File: config.mk
export PLATFORM = sky130hd
export DESIGN_NAME = button_conditioner
export DESIGN_NICKNAME = d
export VERILOG_FILES = /design/src/rtl/button_conditioner.sv
export SDC_FILE = /design/constraint.sdc
export NUM_CORES = 1
export LEC_CHECK = 0
export CAP_MARGIN = 20
export CORE_ASPECT_RATIO = 1.4
export CORE_MARGIN = 2
export CORE_UTILIZATION = 30
export CTS_CLUSTER_DIAMETER = 100
export CTS_CLUSTER_SIZE = 10
export DETAILED_ROUTE_END_ITERATION = 8
export GPL_TIMING_DRIVEN = 0
export PLACE_DENSITY = 0.58
export SYNTH_ARGS = -nofsm -noshare
export SYNTH_HDL_FRONTEND = slang
export SYNTH_SLANG_ARGS = --single-unit
File: constraint.sdc
create_clock -name clk -period 3.4 [get_ports clk]
set_input_delay 0.34 -clock clk [delete_from_list [all_inputs] [get_ports clk]]
set_output_delay 0.34 -clock clk [all_outputs]
set_load 0.005 [all_outputs]
File: src/rtl/button_conditioner.sv
// button_conditioner
//   Push-button front end. Each of NUM_BUTTONS trigger channels is
//   synchronised, debounced and turned into one-cycle trigger events
//   according to a per-channel mode. A separate reset-button channel uses
//   the same sync/debounce path and produces a stretched active-low system
//   reset.
//
//   Optional feature macro: BUTTON_CONDITIONER_EVENT_COUNT_EN
//     Adds a per-channel 8-bit saturating count of trigger_pulse assertions.
//
// Ports
//   clk            system clock
//   rst_n          asynchronous active-low reset
//   btn_raw        raw active-high trigger buttons        [NUM_BUTTONS]
//   btn_reset_raw  raw active-high reset button
//   mode           per-channel mode, bits [2i+1:2i]       [2*NUM_BUTTONS]
//                    00 press, 01 release, 10 both edges, 11 press + auto-repeat
//   btn_level      debounced stable level                 [NUM_BUTTONS]
//   trigger_pulse  one-cycle event per channel mode       [NUM_BUTTONS]
//   sys_rst_n      stretched active-low system reset
//   clr_counts     (feature) zero all event counts
//   event_count    (feature) per-channel counts, 8 bits each [8*NUM_BUTTONS]

module button_conditioner #(
    parameter int NUM_BUTTONS     = 4,
    parameter int SYNC_STAGES     = 2,
    parameter int DEBOUNCE_CYCLES = 50000,
    parameter int REPEAT_DELAY    = 25000000,
    parameter int REPEAT_PERIOD   = 5000000,
    parameter int RESET_HOLD      = 16
) (
    input  logic                     clk,
    input  logic                     rst_n,
    input  logic [NUM_BUTTONS-1:0]   btn_raw,
    input  logic                     btn_reset_raw,
    input  logic [2*NUM_BUTTONS-1:0] mode,
    output logic [NUM_BUTTONS-1:0]   btn_level,
    output logic [NUM_BUTTONS-1:0]   trigger_pulse,
    output logic                     sys_rst_n
`ifdef BUTTON_CONDITIONER_EVENT_COUNT_EN
    ,
    input  logic                     clr_counts,
    output logic [8*NUM_BUTTONS-1:0] event_count
`endif
);

    // Channel NUM_BUTTONS of the sync/debounce arrays is the reset button.
    localparam int NCH    = NUM_BUTTONS + 1;
    localparam int DB_W   = $clog2(DEBOUNCE_CYCLES) + 1;
    localparam int RP_MAX = (REPEAT_DELAY > REPEAT_PERIOD) ? REPEAT_DELAY : REPEAT_PERIOD;
    localparam int RP_W   = $clog2(RP_MAX) + 1;
    localparam int RH_W   = $clog2(RESET_HOLD) + 1;

    localparam logic [DB_W-1:0] DB_LAST     = DB_W'(DEBOUNCE_CYCLES - 1);
    localparam logic [RP_W-1:0] DELAY_LAST  = RP_W'(REPEAT_DELAY - 1);
    localparam logic [RP_W-1:0] PERIOD_LAST = RP_W'(REPEAT_PERIOD - 1);
    localparam logic [RH_W-1:0] HOLD_LAST   = RH_W'(RESET_HOLD - 1);

    typedef enum logic [1:0] {
        RST_HOLD,    // counting down the stretch after release / power-up
        RST_ASSERT,  // debounced reset button is pressed
        RST_IDLE     // system reset released
    } rst_state_e;

    logic [NCH-1:0]         raw_all;
    logic [SYNC_STAGES-1:0] sync_q   [NCH];
    logic [SYNC_STAGES-1:0] sync_d   [NCH];
    logic [NCH-1:0]         stable_q;
    logic [NCH-1:0]         stable_d;
    logic [DB_W-1:0]        db_cnt_q [NCH];
    logic [DB_W-1:0]        db_cnt_d [NCH];

    logic [NUM_BUTTONS-1:0]   trig_q,       trig_d;
    logic [NUM_BUTTONS-1:0]   rep_active_q, rep_active_d;
    logic [NUM_BUTTONS-1:0]   rep_armed_q,  rep_armed_d;
    logic [RP_W-1:0]          rep_cnt_q [NUM_BUTTONS];
    logic [RP_W-1:0]          rep_cnt_d [NUM_BUTTONS];
    logic [2*NUM_BUTTONS-1:0] mode_q,       mode_d;

    rst_state_e      rst_state_q;
    logic [RH_W-1:0] hold_cnt_q;
    logic            sys_rst_n_q;

    assign raw_all = {btn_reset_raw, btn_raw};

    // Synchroniser shift and debounce counter for every channel.
    always_comb begin
        for (int unsigned i = 0; i < NCH; i++) begin
            sync_d[i] = {sync_q[i][SYNC_STAGES-2:0], raw_all[i]};
        end
    end

    always_comb begin
        stable_d = stable_q;
        for (int unsigned i = 0; i < NCH; i++) begin
            db_cnt_d[i] = '0;
            if (sync_q[i][SYNC_STAGES-1] != stable_q[i]) begin
                if (db_cnt_q[i] == DB_LAST) begin
                    stable_d[i] = sync_q[i][SYNC_STAGES-1];
                end else begin
                    db_cnt_d[i] = db_cnt_q[i] + DB_W'(1);
                end
            end
        end
    end

    // Edge detection uses stable_d vs stable_q so the registered pulse lands
    // in the same cycle btn_level first shows the new value.
    always_comb begin
        logic       press;
        logic       rel;
        logic       mode_chg;
        logic [1:0] m;
        press        = 1'b0;
        rel          = 1'b0;
        mode_chg     = 1'b0;
        m            = 2'b00;
        mode_d       = mode;
        trig_d       = '0;
        rep_active_d = rep_active_q;
        rep_armed_d  = rep_armed_q;
        for (int unsigned i = 0; i < NUM_BUTTONS; i++) begin
            press    = stable_d[i] & ~stable_q[i];
            rel      = ~stable_d[i] & stable_q[i];
            m        = mode[2*i +: 2];
            mode_chg = (m != mode_q[2*i +: 2]);
            rep_cnt_d[i] = rep_cnt_q[i];

            case (m)
                2'b00:   trig_d[i] = press;
                2'b01:   trig_d[i] = rel;
                2'b10:   trig_d[i] = press | rel;
                default: trig_d[i] = press;
            endcase

            // Auto-repeat only runs for a press that happened in mode 11;
            // a mode change while held just stops it, emitting nothing.
            if (press) begin
                rep_cnt_d[i]    = '0;
                rep_armed_d[i]  = 1'b0;
                rep_active_d[i] = (m == 2'b11);
            end else if (rel || !stable_q[i] || mode_chg) begin
                rep_cnt_d[i]    = '0;
                rep_armed_d[i]  = 1'b0;
                rep_active_d[i] = 1'b0;
            end else if (rep_active_q[i]) begin
                if ((!rep_armed_q[i] && rep_cnt_q[i] == DELAY_LAST) ||
                    ( rep_armed_q[i] && rep_cnt_q[i] == PERIOD_LAST)) begin
                    trig_d[i]      = 1'b1;
                    rep_cnt_d[i]   = '0;
                    rep_armed_d[i] = 1'b1;
                end else begin
                    rep_cnt_d[i] = rep_cnt_q[i] + RP_W'(1);
                end
            end else begin
                rep_cnt_d[i] = '0;
            end
        end
    end

    always_ff @(posedge clk or negedge rst_n) begin
        if (!rst_n) begin
            for (int unsigned i = 0; i < NCH; i++) begin
                sync_q[i]   <= '0;
                db_cnt_q[i] <= '0;
            end
            for (int unsigned i = 0; i < NUM_BUTTONS; i++) begin
                rep_cnt_q[i] <= '0;
            end
            stable_q     <= '0;
            trig_q       <= '0;
            rep_active_q <= '0;
            rep_armed_q  <= '0;
            mode_q       <= '0;
        end else begin
            for (int unsigned i = 0; i < NCH; i++) begin
                sync_q[i]   <= sync_d[i];
                db_cnt_q[i] <= db_cnt_d[i];
            end
            for (int unsigned i = 0; i < NUM_BUTTONS; i++) begin
                rep_cnt_q[i] <= rep_cnt_d[i];
            end
            stable_q     <= stable_d;
            trig_q       <= trig_d;
            rep_active_q <= rep_active_d;
            rep_armed_q  <= rep_armed_d;
            mode_q       <= mode_d;
        end
    end

    // Reset stretcher: low while the debounced reset button is held, then
    // RESET_HOLD further cycles. Power-up enters the hold state directly.
    always_ff @(posedge clk or negedge rst_n) begin
        if (!rst_n) begin
            rst_state_q <= RST_HOLD;
            hold_cnt_q  <= '0;
            sys_rst_n_q <= 1'b0;
        end else if (stable_q[NUM_BUTTONS]) begin
            rst_state_q <= RST_ASSERT;
            hold_cnt_q  <= '0;
            sys_rst_n_q <= 1'b0;
        end else begin
            case (rst_state_q)
                RST_IDLE: begin
                    rst_state_q <= RST_IDLE;
                end
                default: begin
                    if (hold_cnt_q == HOLD_LAST) begin
                        rst_state_q <= RST_IDLE;
                        hold_cnt_q  <= '0;
                        sys_rst_n_q <= 1'b1;
                    end else begin
                        rst_state_q <= RST_HOLD;
                        hold_cnt_q  <= hold_cnt_q + RH_W'(1);
                    end
                end
            endcase
        end
    end

    assign btn_level     = stable_q[NUM_BUTTONS-1:0];
    assign trigger_pulse = trig_q;
    assign sys_rst_n     = sys_rst_n_q;

`ifdef BUTTON_CONDITIONER_EVENT_COUNT_EN
    logic [8*NUM_BUTTONS-1:0] evt_q, evt_d;

    // Counts the registered pulse; clear wins over a pulse in the same cycle.
    always_comb begin
        evt_d = evt_q;
        for (int unsigned i = 0; i < NUM_BUTTONS; i++) begin
            if (clr_counts) begin
                evt_d[8*i +: 8] = '0;
            end else if (trig_q[i] && (evt_q[8*i +: 8] != 8'hFF)) begin
                evt_d[8*i +: 8] = evt_q[8*i +: 8] + 8'd1;
            end
        end
    end

    always_ff @(posedge clk or negedge rst_n) begin
        if (!rst_n) begin
            evt_q <= '0;
        end else begin
            evt_q <= evt_d;
        end
    end

    assign event_count = evt_q;
`endif

endmodule
==> flow_summary.toml <==
[pwr]
pwr-share-seq = 0.516
ir_worst_vdd_v = 0.000303
swShare = 0.222
pwr-share-clk = 0.456
switching_power_mw = 1.21
p_leak_nw = 5.32
pwr-share-comb = 0.028
internal_power_mw = 4.23
powerDensity_nw_per_um2 = 393

[drt]
drtIter0Drc = 436
postRouteAntennaNets = 0
dr.pass1.iters = 7
wl_per_cell_um = 14.2
vias = 9060
drc_errors = 0
postRouteWirelength_um = 25100
post_drt_via_cell_ratio = 5.12

[worst_setup_path]
startpoint_type = "register"
path_delay_family = "simple AND/OR/NAND/NOR gates"
cp.required_ps = 3840
crit_buf_inv = 1
reg2reg_slack_ps = 140
path_max_fanout = 10
critPathKind = "register to register"
slowest_delay_ps = 510
r2r-start = "db_cnt_q[38]"
endpoint_kind = "register"
endpoint = "rep_cnt_q[28]"
crit_cells = 9
critical_path.startpoint = "db_cnt_q[38]"
reg2reg_to = "rep_cnt_q[28]"
arrival_ps = 3700
critPathSlowestCell = "or4_1"
path_cells = "or4_1, or4_4, or2_2, mux2_2, ha_1, nor4b_4, nand2_4, buf_4, nor3_1"
reg2regPathDepth = 9

[cells_and_area]
n_antenna_cell = 0
drive_gt1_frac = 0.0911
layout.nets = 1290
finalInstanceArea_um2 = 13800
area_growth_pct = 15.5
fin_cells = 1769

[sta]
finalCritPeriodShare = 0.959
timing_hold_violations_final = 0
setup_viol = 0
period_needed_ps = 3260
max_freq_mhz = 307
worst_pin_slew_ps = 867
worst_clock_skew_ps = 14.6
drv_slew = 0
holdWs_ps = 245
max_slew_margin = 0.422
rsz0062_at_grt = "no"

[global_route]
antenna_found_initial = 0
grt_usage = 0.123
grt_max_degree = 120
grt_pass1_wl_um = 44100
grt.overflow.total = 0
grt_pass1_vias = 9194

[logic_synthesis]
ys_seq_elements = 232
synth.area.top_cells = "dfrtp_1 48%, xor2_1 5.0%, xnor2_1 3.9%"
synth_nets = 1229
syn_area_um2 = 12000
yosysMostFrequentCell = "dfrtp_1"
synthTopCellsByCount = "232 x dfrtp_1, 88 x nor2_1, 71 x nand2_1"
yosysSeqAreaShare = 0.484
syn_avg_cell_area_um2 = 10.2
syn_inst = 1180
synthFlopType = "dfrtp_1"
synthDistinctLibCells = 56
synth_edf_count = 0
synth_top_area_frac = 0.484
synth_top_cell_by_area = "dfrtp_1"
yosys_warnings = 0
synthArstFlopShare = 1.00

[placement]
dpl-instance-area_um2 = 12900
place_inst = 1732
dp_hpwl_um = 16900
place.gp.congestion = 0.797
numPortBuffers = 23

[cts]
cts_max_level = 1
cts.sinks = 232
clkTransAtPathRegs_ps = 60
cts_tree = "done"
cts_buffer_depth = 3
numCtsBuffers = 27
clkLatencyLatePin_ps = 530
root_buffer = "clkbuf_16"

[job]
cap_viol_max_count = 0

[floorplanning]
die_x_um = 173
ioPinCount = 24
rows = 86
fp.dieH_um = 241
core_um2 = 39400
start_util = 0.304
die-area_um2 = 41600

[worst_hold_path]
hold_class = "input pin to register"
holdCritStartpoint = "btn_raw[2]"

[run_status]
status = "complete, no violations"
## flip-flops by register name, indices dropped and copies added, names as in the netlist
signal / count
rep_cnt_q: 104
db_cnt_q: 85
mode_q: 8
hold_cnt_q: 5
stable_q: 5
sync_d: 5
sync_q: 5
rep_active_q: 4
rep_armed_q: 4
trigger_pulse: 4
rst_state_q: 2
sys_rst_n: 1
## stage by stage
stage | power (mW) | setup slack [ps] | TNS [ps] | util
after floorplan | 2.91 | 144 | 0 | -
after global placement | 3.01 | -8130 | -1902320 | 0.327
after detailed placement | 3.01 | -648 | -26650 | 0.328
after CTS | 5.55 | 16.0 | 0 | 0.348
after global routing | 5.68 | 8.20 | 0 | 0.352
final | 5.44 | 141 | 0 | 0.352
## repair_timing
action / 4_1_cts / 5_1_grt
setup endpoints to repair: 97 / 57
hold buffers: 1 / 0
pin swaps: 3 / 5
hold endpoints to repair: 113 / 0
resized for setup: 22 / 25
setup buffers: 1 / 6
## layer usage
| metal | vias to the layer above | global-route usage | wire [um] |
|---|---|---|---|
| met2 | 124 | 0.225 | 12900 |
| li1 | 4436 | - | - |
| met4 | 0 | 0.0426 | 549 |
| met5 | - | 0 | 0 |
| met1 | 4458 | 0.147 | 10900 |
| met3 | 42 | 0.0166 | 792 |
## cells by family after synthesis
kind of cell    Yosys count  synth area share
buf+inv                  88            0.0330
xor+xnor                122            0.0891
simple gates            537             0.253
mux                       9           0.00804
compound gates          158            0.0975
fa+ha+maj                34            0.0355
flops                   232             0.484
## power groups by stage
| stage | clock [mW] | combinational (mW) | sequential (mW) |
|---|---|---|---|
| 2_1_floorplan | 0 | 0.0563 | 2.85 |
| 3_3_place_gp | 0 | 0.149 | 2.86 |
| 3_5_place_dp | 0 | 0.156 | 2.86 |
| 4_1_cts | 2.59 | 0.160 | 2.81 |
| 5_1_grt | 2.69 | 0.181 | 2.81 |
| 6_report | 2.48 | 0.153 | 2.81 |
## worst min path at each step
stage               depth (start not counted)     endpoint
finish                                      1    sync_d[5]
global route                                1    sync_d[1]
CTS                                         1    sync_d[5]
detailed placement                          0    sync_q[7]
global placement                            0    sync_q[5]
floorplan                                   0  db_cnt_q[0]
## placed cells by master (no fill, tap or decap), types with 4 or more instances in the layout
cell | netlist | final
o31ai_1 | 29 | 29
nand4_1 | 59 | 59
clkdlybuf4s50_1 | 0 | 22
xnor2_1 | 53 | 53
inv_1 | 35 | 35
o21ai_0 | 39 | 39
nor3_2 | 0 | 4
clkbuf_1 | 32 | 24
ha_1 | 34 | 34
a211oi_2 | 4 | 6
or4_4 | 5 | 7
dfrtp_1 | 232 | 232
and2_1 | 19 | 19
buf_2 | 10 | 10
or4_1 | 38 | 36
xor2_1 | 69 | 69
clkbuf_4 | 0 | 4
a211oi_1 | 50 | 48
mux2i_1 | 4 | 4
and4_1 | 19 | 19
nor2_1 | 88 | 88
nand3_1 | 59 | 58
nor4b_1 | 17 | 13
clkbuf_16 | 0 | 27
nor3_1 | 66 | 62
nor3b_1 | 4 | 4
or3_1 | 36 | 36
mux2_2 | 5 | 4
nor4_1 | 18 | 15
buf_4 | 8 | 16
nand2_1 | 71 | 69
and3_1 | 20 | 20
a21oi_1 | 18 | 18
## final cells by class
cell class	instances	area [um2]
Buffer	53	287
Clock buffer	27	676
Sequential cell	232	5810
Clock inverter	2	17.5
Timing Repair Buffer	32	325
Inverter	35	131
Tap cell	528	661
Fill cell	3975	25500
Multi-Input combinational cell	860	5950
Note: power is estimated with default switching activity, not from simulation.
